**src/rtl/mem_access_pkg.sv**
```systemverilog
// Shared types for the data-memory access unit: FSM states, memory op kinds,
// and the byte width of the external bus.
package mem_access_pkg;

  localparam int BYTE_W = 8;

  typedef enum logic [1:0] {
    IDLE,
    BYTE0,
    BYTE1,
    DONE
  } state_e;

  typedef enum logic [1:0] {
    LB,
    LW,
    SB,
    SW
  } op_e;

  function automatic logic op_is_write(input op_e op);
    return (op == SB) || (op == SW);
  endfunction

  function automatic logic op_is_word(input op_e op);
    return (op == LW) || (op == SW);
  endfunction

endpackage

```
**src/rtl/mau_watchdog.sv**
```systemverilog
// Loadable down-counter that flags a stalled byte transfer. The count is
// reloaded on every transfer-state entry and expires when it reaches zero.
module mau_watchdog #(
  parameter int CNT_W = 8
) (
  input  logic             clk,
  input  logic             rst_n,
  input  logic             clear,
  input  logic             load,
  input  logic             en,
  input  logic [CNT_W-1:0] load_val,
  output logic             expire
);

  logic [CNT_W-1:0] cnt_q, cnt_d;

  // NOTE: cnt_d gets its default first, so no branch of the if-chain can leave
  // it unassigned and infer a latch.
  always_comb begin
    cnt_d = cnt_q;
    if (clear) begin
      cnt_d = '0;
    end else if (load) begin
      cnt_d = load_val;
    end else if (en && (cnt_q != '0)) begin
      cnt_d = cnt_q - 1'b1;
    end
  end

  // NOTE: sequential state uses non-blocking assignments so every flop samples
  // the pre-edge value, independent of statement order.
  always_ff @(posedge clk or negedge rst_n) begin
    if (!rst_n) begin
      cnt_q <= '0;
    end else begin
      cnt_q <= cnt_d;
    end
  end

  assign expire = (cnt_q == '0);

endmodule

```
**src/rtl/mem_access_unit.sv**
```systemverilog
// Executes LW/LB/SW/SB against an 8-bit req/ack data memory, splitting word
// accesses into two little-endian byte transfers and stalling until retired.
module mem_access_unit
  import mem_access_pkg::*;
#(
  parameter int ADDR_W  = 16,
  parameter int DATA_W  = 16,
  parameter int TIMEOUT = 255
) (
  input  logic              clk,
  input  logic              rst_n,
  input  logic              mem_read,
  input  logic              mem_write,
  input  logic              word_en,
  input  logic              ld_en,
  input  logic [ADDR_W-1:0] addr,
  input  logic [DATA_W-1:0] wdata,
  output logic [DATA_W-1:0] rdata,
  output logic              stall,
  output logic              done,
  output logic              err,
  output logic              bus_req,
  output logic              bus_we,
  output logic [ADDR_W-1:0] bus_addr,
  output logic [BYTE_W-1:0] bus_wdata,
  input  logic [BYTE_W-1:0] bus_rdata,
  input  logic              bus_ack
);

  localparam int WD_W = 8;
  localparam logic [WD_W-1:0] TMO_VAL = WD_W'(TIMEOUT);

  state_e            state_q, state_d;
  op_e               op_q, op_d, op_in;
  logic [ADDR_W-1:0] addr_q, addr_d, addr_in;
  logic [BYTE_W-1:0] wdata_hi_q, wdata_hi_d;
  logic [BYTE_W-1:0] byte0_q, byte0_d;
  logic [DATA_W-1:0] rdata_q, rdata_d;
  logic              done_q, done_d;
  logic              err_q, err_d;
  logic [ADDR_W-1:0] bus_addr_q, bus_addr_d;
  logic              bus_we_q, bus_we_d;
  logic [BYTE_W-1:0] bus_wdata_q, bus_wdata_d;

  logic req_present, in_xfer, xfer_ok;
  logic wd_clear, wd_load, wd_en, wd_expire;

  assign req_present = mem_read | mem_write;
  assign in_xfer     = (state_q == BYTE0) || (state_q == BYTE1);
  // The watchdog expiring withdraws the request so a late ack cannot complete it.
  assign bus_req     = in_xfer & ~wd_expire;
  assign xfer_ok     = bus_req & bus_ack;
  assign stall       = ((state_q == IDLE) & req_present) | in_xfer;

  always_comb begin
    if (mem_write) op_in = word_en ? SW : SB;
    else           op_in = ld_en   ? LW : LB;
    addr_in = op_is_word(op_in) ? {addr[ADDR_W-1:1], 1'b0} : addr;
  end

  always_comb begin
    state_d     = state_q;
    op_d        = op_q;
    addr_d      = addr_q;
    wdata_hi_d  = wdata_hi_q;
    byte0_d     = byte0_q;
    rdata_d     = rdata_q;
    done_d      = 1'b0;
    err_d       = 1'b0;
    bus_addr_d  = bus_addr_q;
    bus_we_d    = bus_we_q;
    bus_wdata_d = bus_wdata_q;
    wd_clear    = 1'b0;
    wd_load     = 1'b0;
    wd_en       = 1'b0;

    case (state_q)
      IDLE: begin
        if (req_present) begin
          op_d        = op_in;
          addr_d      = addr_in;
          wdata_hi_d  = wdata[2*BYTE_W-1:BYTE_W];
          bus_addr_d  = addr_in;
          bus_we_d    = mem_write;
          bus_wdata_d = mem_write ? wdata[BYTE_W-1:0] : '0;
          wd_load     = 1'b1;
          state_d     = BYTE0;
        end
      end
      BYTE0: begin
        if (xfer_ok) begin
          byte0_d = bus_rdata;
          if (op_is_word(op_q)) begin
            bus_addr_d  = addr_q | ADDR_W'(1);
            bus_wdata_d = op_is_write(op_q) ? wdata_hi_q : '0;
            wd_load     = 1'b1;
            state_d     = BYTE1;
          end else begin
            if (!op_is_write(op_q)) begin
              rdata_d = {{(DATA_W-BYTE_W){bus_rdata[BYTE_W-1]}}, bus_rdata};
            end
            done_d  = 1'b1;
            state_d = DONE;
          end
        end else if (wd_expire) begin
          if (!op_is_write(op_q)) rdata_d = '0;
          done_d  = 1'b1;
          err_d   = 1'b1;
          state_d = DONE;
        end else begin
          wd_en = 1'b1;
        end
      end
      BYTE1: begin
        if (xfer_ok) begin
          if (!op_is_write(op_q)) rdata_d = {bus_rdata, byte0_q};
          done_d  = 1'b1;
          state_d = DONE;
        end else if (wd_expire) begin
          if (!op_is_write(op_q)) rdata_d = '0;
          done_d  = 1'b1;
          err_d   = 1'b1;
          state_d = DONE;
        end else begin
          wd_en = 1'b1;
        end
      end
      DONE: begin
        wd_clear = 1'b1;
        state_d  = IDLE;
      end
      default: state_d = IDLE;
    endcase
  end

  always_ff @(posedge clk or negedge rst_n) begin
    if (!rst_n) begin
      state_q     <= IDLE;
      op_q        <= LB;
      addr_q      <= '0;
      wdata_hi_q  <= '0;
      byte0_q     <= '0;
      rdata_q     <= '0;
      done_q      <= 1'b0;
      err_q       <= 1'b0;
      bus_addr_q  <= '0;
      bus_we_q    <= 1'b0;
      bus_wdata_q <= '0;
    end else begin
      state_q     <= state_d;
      op_q        <= op_d;
      addr_q      <= addr_d;
      wdata_hi_q  <= wdata_hi_d;
      byte0_q     <= byte0_d;
      rdata_q     <= rdata_d;
      done_q      <= done_d;
      err_q       <= err_d;
      bus_addr_q  <= bus_addr_d;
      bus_we_q    <= bus_we_d;
      bus_wdata_q <= bus_wdata_d;
    end
  end

  mau_watchdog #(
    .CNT_W(WD_W)
  ) u_watchdog (
    .clk     (clk),
    .rst_n   (rst_n),
    .clear   (wd_clear),
    .load    (wd_load),
    .en      (wd_en),
    .load_val(TMO_VAL),
    .expire  (wd_expire)
  );

  assign rdata     = rdata_q;
  assign done      = done_q;
  assign err       = err_q;
  assign bus_addr  = bus_addr_q;
  assign bus_we    = bus_we_q;
  assign bus_wdata = bus_wdata_q;

endmodule

```
**config.mk**
```make
export PLATFORM = sky130hd
export DESIGN_NAME = mem_access_unit
export DESIGN_NICKNAME = d
export VERILOG_FILES = /design/src/rtl/mem_access_pkg.sv /design/src/rtl/mau_watchdog.sv /design/src/rtl/mem_access_unit.sv
export SDC_FILE = /design/constraint.sdc
export NUM_CORES = 1
export LEC_CHECK = 0
export CAP_MARGIN = 5
export CORE_UTILIZATION = 45
export CTS_CLUSTER_SIZE = 16
export DETAILED_ROUTE_END_ITERATION = 10
export HOLD_SLACK_MARGIN = 0.1
export PLACE_DENSITY_LB_ADDON = 0.1
export SKIP_LAST_GASP = 1
export SLEW_MARGIN = 20
export SYNTH_ARGS = -nofsm -noshare
export SYNTH_HDL_FRONTEND = slang
export SYNTH_SLANG_ARGS = --single-unit
```
**constraint.sdc**
```tcl
create_clock -name clk -period 2.1 [get_ports clk]
set_input_delay 0.42 -clock clk [delete_from_list [all_inputs] [get_ports clk]]
set_output_delay 0.42 -clock clk [all_outputs]
set_load 0.1 [all_outputs]
```
==> impl_metrics.prom <==
# TYPE chip_impl_metric gauge
chip_impl_info{name="synth_top_family_by_area",value="multiplexers"} 1
chip_impl_metric{name="timing.final.hold_violations",unit=""} 0
chip_impl_info{name="rsz0062_at_grt",value="true"} 1
chip_impl_metric{name="avgSynthCellArea",unit="um2"} 13.1
chip_impl_info{name="clock_tree_from_tritoncts",value="yes"} 1
chip_impl_metric{name="grt_pass1_vias",unit=""} 2748
chip_impl_metric{name="yosys.area_share.adder",unit=""} 0.0195
chip_impl_metric{name="cts.sinks",unit=""} 85
chip_impl_metric{name="synth_simple_gate_area_share",unit=""} 0.0545
chip_impl_info{name="crit_path_start_kind",value="flip-flop"} 1
chip_impl_metric{name="die_h",unit="um"} 94.6
chip_impl_metric{name="num_vias",unit=""} 2770
chip_impl_metric{name="worst_slew_margin_rel",unit=""} 0.525
chip_impl_info{name="cts-root-buf",value="sky130_fd_sc_hd__clkbuf_8"} 1
chip_impl_metric{name="drt_iter0_markers",unit=""} 60
chip_impl_metric{name="place_congestion",unit=""} 0.810
chip_impl_metric{name="slowest_delay",unit="ns"} 0.48
chip_impl_metric{name="place_hpwl",unit="um"} 5780
chip_impl_info{name="violations_in_the_final_reports",value="setup timing"} 1
chip_impl_metric{name="routedWlPerCell",unit="um"} 17.0
chip_impl_metric{name="ys_async_sr_fraction",unit=""} 1.00
chip_impl_metric{name="numPortBuffers",unit=""} 91
chip_impl_metric{name="seq_area_frac_synth",unit=""} 0.551
chip_impl_metric{name="pin_count_of_the_biggest_net_entering_global_routing",unit=""} 39
chip_impl_info{name="most_common_cell_after_layout_fill_and_taps_aside",value="sky130_fd_sc_hd__dfrtp_1"} 1
chip_impl_metric{name="grt_antenna_before_repair",unit=""} 0
chip_impl_metric{name="fp.coreArea",unit="um2"} 8260
chip_impl_metric{name="worst_pin_slew",unit="ns"} 0.711
chip_impl_info{name="worst_setup_path_type",value="reg2out"} 1
chip_impl_metric{name="number_of_nets_still_failing_antenna_checks_after_routing",unit=""} 0
chip_impl_metric{name="die_area",unit="um2"} 8950
chip_impl_metric{name="multi_input_area",unit="um2"} 1740
chip_impl_metric{name="clkTransAtPathRegs",unit="ns"} 0.08
chip_impl_metric{name="placementRows",unit=""} 33
chip_impl_metric{name="antenna_cells_inserted",unit=""} 0
chip_impl_metric{name="htree_num_levels",unit=""} 3
chip_impl_metric{name="num-fill-cells",unit=""} 622
chip_impl_metric{name="final.min_clock_period",unit="ns"} 2.22
chip_impl_info{name="outcome",value="finished with violations"} 1
chip_impl_metric{name="initial_core_util",unit=""} 0.467
chip_impl_metric{name="total_cts_buffers",unit=""} 9
chip_impl_info{name="crit_slowest_cell",value="sky130_fd_sc_hd__or4b_4"} 1
chip_impl_metric{name="slew_viol_final",unit=""} 0
chip_impl_metric{name="gr-total-overflow",unit=""} 0
chip_impl_metric{name="final_net_count",unit=""} 467
chip_impl_metric{name="yosys_warnings",unit=""} 0
chip_impl_metric{name="yosys.cell_types.count",unit=""} 42
chip_impl_metric{name="skew",unit="ns"} 0.0136
chip_impl_metric{name="design.portCount",unit=""} 92
chip_impl_metric{name="synth_enable_flop_cells",unit=""} 0
chip_impl_metric{name="setup_ws",unit="ns"} -0.122
chip_impl_metric{name="synth_area",unit="um2"} 3860
chip_impl_metric{name="drt-pass1-iter-count",unit=""} 4
chip_impl_info{name="worst_hold_path_type",value="reg2reg"} 1
chip_impl_metric{name="synth_xor_area_frac",unit=""} 0.00681
chip_impl_metric{name="drcViolationCount",unit=""} 0
chip_impl_metric{name="layout-drive-gt1-share",unit=""} 0.421
chip_impl_metric{name="fmax",unit="MHz"} 450
chip_impl_metric{name="cp_max_fo",unit=""} 2
chip_impl_metric{name="final_cells",unit=""} 523
chip_impl_info{name="ys.flop_type",value="sky130_fd_sc_hd__dfrtp_1"} 1
chip_impl_metric{name="ys_ff_latch",unit=""} 85
chip_impl_metric{name="globalRouteTotalUtil",unit=""} 0.201
chip_impl_metric{name="synthCells",unit=""} 295
chip_impl_metric{name="final_core_util",unit=""} 0.657
chip_impl_metric{name="grt_first_pass_wirelength",unit="um"} 13700
chip_impl_metric{name="critPathArrivalTime",unit="ns"} 1.80
chip_impl_metric{name="finalSetupViolations",unit=""} 12
chip_impl_metric{name="clock_latency",unit="ns"} 0.35
chip_impl_metric{name="timing.max_cap.violations",unit=""} 0
chip_impl_metric{name="placed_cells",unit=""} 498
chip_impl_metric{name="nets_in_the_synthesized_netlist",unit=""} 348
chip_impl_info{name="worst_setup_path_end_kind",value="output port"} 1
chip_impl_metric{name="synth.mux.area_fraction",unit=""} 0.230
chip_impl_info{name="mostFrequentLayoutCells",value="sky130_fd_sc_hd__dfrtp_1, sky130_fd_sc_hd__buf_4, sky130_fd_sc_hd__mux2_2"} 1
chip_impl_metric{name="synth-compound-area-share",unit=""} 0.109
chip_impl_metric{name="worst-endpoint-required",unit="ns"} 1.68
chip_impl_metric{name="cts.path.max_buffers",unit=""} 2
chip_impl_metric{name="period_share",unit=""} 1.06
chip_impl_metric{name="vias_per_cell",unit=""} 5.30
chip_impl_info{name="cp_cell_sequence",value="inv_2 > ha_4 > or4b_4 > nor2_4 > nor2b_4 > buf_12"} 1
chip_impl_metric{name="drt_total_wl",unit="um"} 8910
chip_impl_metric{name="syn2layout_area_growth",unit="%"} 40.7
chip_impl_metric{name="seqCellArea",unit="um2"} 2130
chip_impl_metric{name="die_w",unit="um"} 94.6
[cell type report]
| type | count | area share |
|---|---|---|
| Multi-Input combinational cell | 186 | 0.321 |
| Clock buffer | 11 | 0.0242 |
| Timing Repair Buffer | 123 | 0.219 |
| Inverter | 9 | 0.00622 |
| Sequential cell | 85 | 0.392 |
| Tap cell | 105 | 0.0242 |
| Clock inverter | 4 | 0.0136 |
[per-stage QoR]
| stage | instance area (um2) | setup slack, ns | TNS [ns] | hold slack (ns) |
|---|---|---|---|---|
| after floorplan | 3870 | 0.0106 | 0 | 0.124 |
| after global placement | 5000 | -0.0233 | -0.0233 | 0.418 |
| after detailed placement | 5000 | -0.0421 | -0.191 | 0.422 |
| after CTS | 5270 | -0.100 | -0.112 | 0.500 |
| after global routing | 5430 | -0.175 | -1.60 | 0.516 |
| final | 5430 | -0.122 | -0.211 | 0.497 |
[Yosys cell counts (5+ instances only)]
cell / count / area share
sky130_fd_sc_hd__dfrtp_1: 85 / 0.55
sky130_fd_sc_hd__mux2_2: 69 / 0.20
sky130_fd_sc_hd__a21oi_1: 16 / 0.021
sky130_fd_sc_hd__o2bb2ai_1: 16 / 0.036
sky130_fd_sc_hd__mux2i_1: 10 / 0.026
sky130_fd_sc_hd__nand2_1: 10 / 0.0097
sky130_fd_sc_hd__inv_1: 9 / 0.0088
sky130_fd_sc_hd__a22o_1: 8 / 0.018
sky130_fd_sc_hd__nor2_1: 8 / 0.0078
sky130_fd_sc_hd__ha_1: 6 / 0.019
sky130_fd_sc_hd__o21ai_0: 5 / 0.0065
[state kept, by name, indices dropped and copies added, names as in the netlist]
register / flops
bus_wdata: 8
op_q: 2
rdata: 16
done: 1
u_watchdog.cnt_q: 8
err: 1
addr_q: 15
wdata_hi_q: 8
byte0_q: 8
state_q: 2
bus_addr: 16
[layer usage]
metal	global-route usage	part of all wire	vias up
met5	0	0	-
met4	0.0758	0.013	0
met3	0.0483	0.052	9
met2	0.314	0.48	64
met1	0.270	0.46	1381
li1	-	-	1316
[worst max-delay path, delay by kind of cell, from the launching register on]
family | cells | cell delay (ns)
adders and majority gates | 1 | 0.13
buffers and inverters | 2 | 0.25
DFF | 1 | 0.40
and+or+nand+nor | 3 | 0.68
[cells by family (layout without fill, tap and decap cells)]
group                      after synthesis  in the layout
AOI/OAI and AO/OA                       58             58
xor gates and xnor gates                 3              3
adders and majority gates                6              6
buffers and inverters                   24            147
DFF                                     85             85
muxes                                   80             80
and+or+nand+nor                         39             39
[path summary, 6_finish.rpt]
check                                     from                  end  slack [ns]  depth (start not counted)
setup reg to reg           u_watchdog.cnt_q[1]            rdata[15]       -0.02                          8
max in group asynchronous                rst_n  u_watchdog.cnt_q[1]        0.87                          3
setup / recovery           u_watchdog.cnt_q[1]              bus_req       -0.12                          6
hold / removal                        rdata[1]             rdata[1]        0.50                          1
min in group asynchronous                rst_n          bus_addr[6]        0.57                          2
hold reg to reg                       rdata[1]             rdata[1]        0.50                          1
[timing repair]
item / 4_1_cts / 5_1_grt
hold buffers: 1 / 0
endpoints found under the hold margin: 36 / 0
setup buffers: 2 / 5
pin swaps: 2 / 4
resized for setup: 7 / 14
gates cloned: 0 / 3
endpoints found under the setup margin: 6 / 44
Power is left out: the tool's default activity adds up to more than one toggle a clock period on the data nets, which glitch-free logic cannot reach.
